## src/rtl/hazard_pkg.sv

```systemverilog
// rtl/hazard_pkg.sv - shared types for the pipeline hazard unit
package hazard_pkg;

  localparam int REG_AW = 3;

  typedef enum logic [1:0] {
    RF    = 2'b00,
    WB    = 2'b01,
    MEM_A = 2'b10,
    MEM_B = 2'b11
  } fwd_sel_t;

  typedef enum logic {
    RUN     = 1'b0,
    MEMWAIT = 1'b1
  } hz_state_t;

endpackage

```

## src/rtl/hazard_fwd_sel.sv

```systemverilog
// rtl/hazard_fwd_sel.sv - forwarding source select for one ALU operand
module hazard_fwd_sel
  import hazard_pkg::*;
(
  input  logic [REG_AW-1:0] ra,
  input  logic [REG_AW-1:0] wa3m,
  input  logic [REG_AW-1:0] wa4m,
  input  logic [REG_AW-1:0] wa3w,
  input  logic              reg_write_am,
  input  logic              reg_write_bm,
  input  logic              reg_write_aw,
  output logic [1:0]        fwd
);

  fwd_sel_t sel;

  // Youngest producer wins: memory port A, then memory port B, then writeback.
  always_comb begin
    sel = RF;
    if (reg_write_am && (wa3m == ra))
      sel = MEM_A;
    else if (reg_write_bm && (wa4m == ra))
      sel = MEM_B;
    else if (reg_write_aw && (wa3w == ra))
      sel = WB;
  end

  assign fwd = sel;

endmodule

```

## src/rtl/hazard_unit.sv

```systemverilog
// rtl/hazard_unit.sv - stall/flush/forward control; HAZARD_PERF_EN adds the StallCnt counter
module hazard_unit
  import hazard_pkg::*;
#(
  parameter logic [7:0] WAIT_MAX = 8'd200
) (
  input  logic              clk,
  input  logic              rst_n,
  input  logic [REG_AW-1:0] RA1D,
  input  logic [REG_AW-1:0] RA2D,
  input  logic [REG_AW-1:0] RA1E,
  input  logic [REG_AW-1:0] RA2E,
  input  logic [REG_AW-1:0] WA3E,
  input  logic              RegWriteAE,
  input  logic              MemtoRegE,
  input  logic [REG_AW-1:0] WA3M,
  input  logic [REG_AW-1:0] WA4M,
  input  logic              RegWriteAM,
  input  logic              RegWriteBM,
  input  logic [REG_AW-1:0] WA3W,
  input  logic              RegWriteAW,
  input  logic              BranchTakenE,
  input  logic              MemReqM,
  input  logic              MemReadyM,
  output logic              StallF,
  output logic              StallD,
  output logic              StallE,
  output logic              FlushD,
  output logic              FlushE,
  output logic [1:0]        ForwardAE,
  output logic [1:0]        ForwardBE,
  output logic              MemTimeout
`ifdef HAZARD_PERF_EN
  ,
  output logic [15:0]       StallCnt
`endif
);

  hz_state_t  state;
  logic [7:0] wait_cnt;
  logic [7:0] wait_inc;
  logic       mem_stall;
  logic       load_use;

  hazard_fwd_sel u_fwd_a (
    .ra           (RA1E),
    .wa3m         (WA3M),
    .wa4m         (WA4M),
    .wa3w         (WA3W),
    .reg_write_am (RegWriteAM),
    .reg_write_bm (RegWriteBM),
    .reg_write_aw (RegWriteAW),
    .fwd          (ForwardAE)
  );

  hazard_fwd_sel u_fwd_b (
    .ra           (RA2E),
    .wa3m         (WA3M),
    .wa4m         (WA4M),
    .wa3w         (WA3W),
    .reg_write_am (RegWriteAM),
    .reg_write_bm (RegWriteBM),
    .reg_write_aw (RegWriteAW),
    .fwd          (ForwardBE)
  );

  assign mem_stall = !MemReadyM && ((state == MEMWAIT) || MemReqM);
  assign load_use  = MemtoRegE && RegWriteAE && ((WA3E == RA1D) || (WA3E == RA2D));
  assign wait_inc  = (wait_cnt == 8'hFF) ? 8'hFF : wait_cnt + 8'd1;

  // Memory stall dominates; a branch seen while held is re-presented at release.
  always_comb begin
    StallF = 1'b0;
    StallD = 1'b0;
    StallE = 1'b0;
    FlushD = 1'b0;
    FlushE = 1'b0;
    if (rst_n) begin
      if (mem_stall) begin
        StallF = 1'b1;
        StallD = 1'b1;
        StallE = 1'b1;
      end else if (BranchTakenE) begin
        FlushD = 1'b1;
        FlushE = 1'b1;
      end else if (load_use) begin
        StallF = 1'b1;
        StallD = 1'b1;
        FlushE = 1'b1;
      end
    end
  end

  always_ff @(posedge clk or negedge rst_n) begin
    if (!rst_n) begin
      state      <= RUN;
      wait_cnt   <= 8'd0;
      MemTimeout <= 1'b0;
    end else begin
      case (state)
        RUN: begin
          wait_cnt <= 8'd0;
          if (MemReqM && !MemReadyM)
            state <= MEMWAIT;
        end
        MEMWAIT: begin
          wait_cnt <= wait_inc;
          if (wait_inc == WAIT_MAX)
            MemTimeout <= 1'b1;
          if (MemReadyM)
            state <= RUN;
        end
      endcase
    end
  end

`ifdef HAZARD_PERF_EN
  always_ff @(posedge clk or negedge rst_n) begin
    if (!rst_n)
      StallCnt <= 16'd0;
    else if (StallD && (StallCnt != 16'hFFFF))
      StallCnt <= StallCnt + 16'd1;
  end
`endif

endmodule

```

## config.mk

```make
export PLATFORM = sky130hd
export DESIGN_NAME = hazard_unit
export DESIGN_NICKNAME = d
export VERILOG_FILES = /design/src/rtl/hazard_pkg.sv /design/src/rtl/hazard_fwd_sel.sv /design/src/rtl/hazard_unit.sv
export SDC_FILE = /design/constraint.sdc
export NUM_CORES = 1
export LEC_CHECK = 0
export CORE_MARGIN = 2
export CORE_UTILIZATION = 43
export CTS_CLUSTER_DIAMETER = 50
export DETAILED_ROUTE_END_ITERATION = 10
export PLACE_DENSITY = 0.85
export SYNTH_ARGS = -nofsm -noshare
export SYNTH_HDL_FRONTEND = slang
export SYNTH_SLANG_ARGS = --single-unit
```

## constraint.sdc

```tcl
create_clock -name clk -period 4.6 [get_ports clk]
set_input_delay 1.15 -clock clk [delete_from_list [all_inputs] [get_ports clk]]
set_output_delay 1.15 -clock clk [all_outputs]
set_load 0.05 [all_outputs]
```

After elaboration in Yosys (flattened, before gate mapping)
Index checks and enable logic that the tools add are counted.
{"block": "totals", "reg_bits": 10, "inputBits": 34, "out_inout_bits": 10, "elab_cells": 52}
{"block": "classes", "add_sub_neg": 1, "eq_ne": 10, "n_mux": 23, "bitwise": 1, "n_reduce_logical": 14}
{"op": "$eq 3x3->1", "count": 8}
{"op": "$eq 8x8->1 const B", "count": 2}
{"op": "$mux 1", "count": 16}
{"op": "$pmux 8 s2", "count": 1}
{"op": "$logic_and 1x1->1", "count": 10}
{"op": "$add 8x1->8 const B", "count": 1}
{"op": "$mux 2", "count": 4}
{"op": "$mux 8", "count": 1}
{"op": "$logic_or 1x1->1", "count": 2}
{"op": "$pmux 1 s2", "count": 1}
{"op": "$reduce_and 2->1", "count": 1}
{"op": "$logic_not 1->1", "count": 1}
{"op": "$not 1->1", "count": 1}

Depth between registers and ports, before layout
{"block": "logic_depth", "depth_word": 7, "mapped_depth": 6, "depth_no_buf": 6}

Cells and area by module
Synthesis repeated with hierarchy kept, for this count alone.
{"block": "unflattened", "hier_cells": 97, "area_unflattened_um2": 928.4}
{"mod": "hazard_unit", "instances": 1, "cells_per_inst": 69, "area_each_um2": 678.2, "seq_area_each_um2": 250.2}
{"mod": "hazard_fwd_sel", "instances": 2, "cells_per_inst": 14, "area_each_um2": 125.1, "seq_area_each_um2": 0.0}

Worst setup path before layout
No wires, ideal clock.
{"block": "synth_timing", "kind": "in2out", "startpoint": "input port WA3E[1]", "endpoint": "output port FlushE", "arrival_ns": 2.841, "required_time_ns": 3.450, "setup_slack_ns": 0.609, "cell_stages": 4, "n_path_buf": 0, "path_cell_list": "xor2_1 > o31ai_1 > a31oi_1 > nor3b_1"}
{"block": "synth_via", "elab_chain_cells": 7, "word_cells_on_any_way": 8, "classes_between": "2 x eq/ne; 4 x mux; 2 x reduce/logical"}
{"item": "from (decl)", "line_no": "hazard_unit.sv:13", "source": "input logic [REG_AW-1:0] WA3E,"}
{"item": "$eq 3x3->1", "line_no": "hazard_unit.sv:68", "source": "assign load_use = MemtoRegE && RegWriteAE && ((WA3E == RA1D) || (WA3E == RA2D));"}
{"item": "$logic_or 1x1->1 (*)", "line_no": "hazard_unit.sv:68"}
{"item": "$logic_and 1x1->1 (*)", "line_no": "hazard_unit.sv:68"}
{"item": "$mux 1 (*)", "line_no": "hazard_unit.sv:86", "source": "end else if (load_use) begin"}
{"item": "$mux 1 (*)", "line_no": "hazard_unit.sv:83", "source": "end else if (BranchTakenE) begin"}
{"item": "$mux 1 (*)", "line_no": "hazard_unit.sv:79", "source": "if (mem_stall) begin"}
{"item": "$mux 1 (*)", "line_no": "hazard_unit.sv:78", "source": "if (rst_n) begin"}
{"item": "to (decl)", "line_no": "hazard_unit.sv:29", "source": "output logic FlushE,"}
Mark *: on every way between the ends. The rest lies on a longest branch, timed or not.

Worst setup path in the final report
{"block": "layout_timing", "startpoint": "input port RA2E[1]", "endpoint": "output port ForwardBE[1]"}
{"block": "layout_via", "elab_chain_cells": 4, "word_cells_on_any_way": 6, "classes_between": "2 x eq/ne; 2 x mux; 2 x reduce/logical"}
{"item": "from (decl)", "line_no": "hazard_unit.sv:12", "source": "input logic [REG_AW-1:0] RA2E,"}
{"item": "$eq 3x3->1", "line_no": "hazard_fwd_sel.sv:22", "source": "else if (reg_write_bm && (wa4m == ra))"}
{"item": "$logic_and 1x1->1", "line_no": "hazard_fwd_sel.sv:22"}
{"item": "$mux 2", "line_no": "hazard_fwd_sel.sv:22"}
{"item": "$mux 2 (*)", "line_no": "hazard_fwd_sel.sv:20", "source": "if (reg_write_am && (wa3m == ra))"}
{"item": "to (decl)", "line_no": "hazard_unit.sv:31", "source": "output logic [1:0] ForwardBE,"}
Marked as above.

==> metrics.txt <==
Post-Synthesis Cells 96; # DRC 0; TNS Setup 0 ns; HP Start wait_cnt[4]; largest net degree at the start of global routing 10; Critical Path Source Type input port; cell accounting for the most synthesized area dfrtp_1; net switching power 0.00008291 W; hold path cells 1; Max transition margin 65.25%; RSZ-0062 raised after global routing no; fraction of registers with async set/reset 100.0%; Starting Density 45.43%; worst path cell trace clkdlybuf4s50_1, xnor2_1, nand2_1, o31ai_1, clkdlybuf4s50_1; Critical Path End Type primary output; DIE WIDTH 49.29 um; antenna viol nets, final 0; ant diodes 0; total CTS buffers 3; Vias roughly 900; Syn Std Cell Area 882.1 sq um; syn avg cell area between 9 and 10 sq um; DP HPWL 1877 um; num rows 16; Critical Path Most Common Cell clkdlybuf4s50_1; crit share post-route 90.57%; CORE AREA 0.001942 sq mm; cell count of the worst reg-to-reg path 6; DR pass1 iterations 4; EDFF count, synth 0; R2R Setup Slk 2.72 ns; Static Leakage between 0.5 and 0.6 nW; Setup CP Type input port to primary output; Largest delay share family, worst path buffers and inverters; clock skew between 0.006 and 0.007 ns; num ports 44; Iteration-0 DRC Markers 16; synth top area cells dfrtp_1 28%, xnor2_1 18%, xor2_1 7.9%, nand4_1 3.5%, o21a_1 3.4%; sequential fraction of the synthesis area 28.37%; CP arrival 3.02 ns; CTS max path bufs 2; final hold vios 0; biggest cell delay along the critical path ~0.84 ns; post-placement cell count ~170; clock network power share between 20% and 30%; Int Pwr about 0.00017 W; final std cells w/o fill 168; synthesized flop and latch total 10; Overall Global Routing Usage 20.04%; max cap viols 0; Detailed Route WL 2237 um; synthesis-to-finish area growth 53.05%; layout net count ~180; vias in the first global route 905; Netlist cell types 34; slowest CP cell clkdlybuf4s50_1; postcts setup bufs 0; Sequential Power Share 36.7%; fraction of layout cells with a size suffix above 1 9.220%; Hold WC Path Type register to register; initial antenna violation count 0; die height 49.29 um; end of the worst hold path wait_cnt[4]; latest clock arrival within the worst-skew pair 0.27 ns; fmax 0.2400 GHz; Main synth FF type dfrtp_1; GRT overflow 0; CTS H-tree lvls 1; max-slew violation count 0; most frequent cells in the layout 40 x clkdlybuf4s50_1, 18 x xnor2_1, 10 x dfrtp_1; fin crit period 4.166 ns; DR WL/cell 13.32 um; clock sink count 10; Max IR drop VDD 0.09778 mV; status finished, final reports clean; area share of the largest cell type after synthesis about 28%; reg2reg start wait_cnt[0]; Comb power frac 39.8%; Total Power roughly 0.00026 W; Mapped Nets 131; RR Endpoint MemTimeout; Hold Slack ~0.59 ns; post-CTS sizing 0; switching part of the total 32.48%; PD cells 189.1 mW/mm^2; PortBufs 43; endpoints failing setup 0; Worst Path Buf+Inv 2; most common cell after layout, fill and taps aside clkdlybuf4s50_1; clock root buffer clkbuf_4; die area 0.002430 sq mm; hold buffer count at CTS 0; Worst Path Required about 3.5 ns; first-pass GRT wire length 3870 um; crit path max fanout 3; Worst-Margin Slew 0.5197 ns; CTS tree done; vias per cell approximately 5.4; gpl congestion around 0.83; synth warn 0; clock slew at reported path FFs 0.06 ns
==> layer usage <==
layer  global-route usage [%]  part of all wire (%)  vias up  wire length [um]
met5                        0                     0        -                 0
met4                    5.714                   1.4        0                31
met2                    37.61                    49       41              1099
met1                    21.71                    40      409               901
met3                    5.215                   9.1        5               204
li1                         -                     -      447                 -
==> cell families after synthesis <==
kind of cell	count (synthesis)	share of synthesized area, %
buffers and inverters	3	2.553
adder cells (fa/ha/maj)	1	1.418
AND/OR/NAND/NOR	35	23.83
multiplexers	1	1.702
AO/OA/AOI/OAI	20	16.31
XOR/XNOR	26	25.82
flip-flops	10	28.37
==> sequential cells by signal, summed over array words and instances (netlist names) <==
| name | flops |
|---|---|
| wait_cnt | 8 |
| MemTimeout | 1 |
| state | 1 |
==> per-stage QoR <==
step                area, sq um  setup slack, ns  util, %
floorplan                 882.1           0.6088        -
finish                     1350           0.4339    69.52
global placement           1328           0.4901    68.36
global route               1350           0.3551    69.52
CTS                        1350           0.4326    69.52
detailed placement         1328           0.4566    68.36
==> worst max-delay path by stage <==
stage / startpoint / endpoint / slack (ns) / depth (start not counted)
2_1_floorplan: WA3E[1] / FlushE / 0.61 / 4
3_3_place_gp: RA2E[1] / ForwardBE[1] / 0.49 / 5
3_5_place_dp: RA2E[1] / ForwardBE[1] / 0.46 / 5
4_1_cts: RA2E[1] / ForwardBE[1] / 0.43 / 5
5_1_grt: RA2E[1] / ForwardBE[1] / 0.36 / 5
6_report: RA2E[1] / ForwardBE[1] / 0.43 / 5
==> cell usage after synthesis (2+ instances only) <==
master and n:
dfrtp_1 10, a21oi_1 3, o31ai_1 3, nand3_1 4
o21a_1 4, xor2_1 8, xnor2_1 18, nor3_1 3
a31oi_1 3, o21ai_0 2, a311oi_1 2, and2_1 2
nor3b_1 2, nor2_1 4, nand4_1 5, nand2_1 5
==> power groups by stage <==
stage | sequential, W | clock, W | combinational (W)
after CTS | 0.0000936 | 0.0000602 | 0.000102
final | 0.0000938 | 0.0000599 | 0.000102
after detailed placement | 0.0000952 | 0 | 0.000102
after global routing | 0.0000940 | 0.0000630 | 0.000109
after floorplan | 0.0000933 | 0 | 0.0000528
after global placement | 0.0000949 | 0 | 0.000100
==> final cells by class <==
| class | count | area [sq um] |
|---|---|---|
| clock buffer | 3 | 22.52 |
| fill | 159 | 591.8 |
| inverter | 1 | 3.754 |
| multi-input combinational | 83 | 609.3 |
| sequential | 10 | 250.2 |
| tap | 27 | 33.78 |
| timing repair buffer | 44 | 430.4 |
No activity file was read; power rests on OpenSTA's default activity.
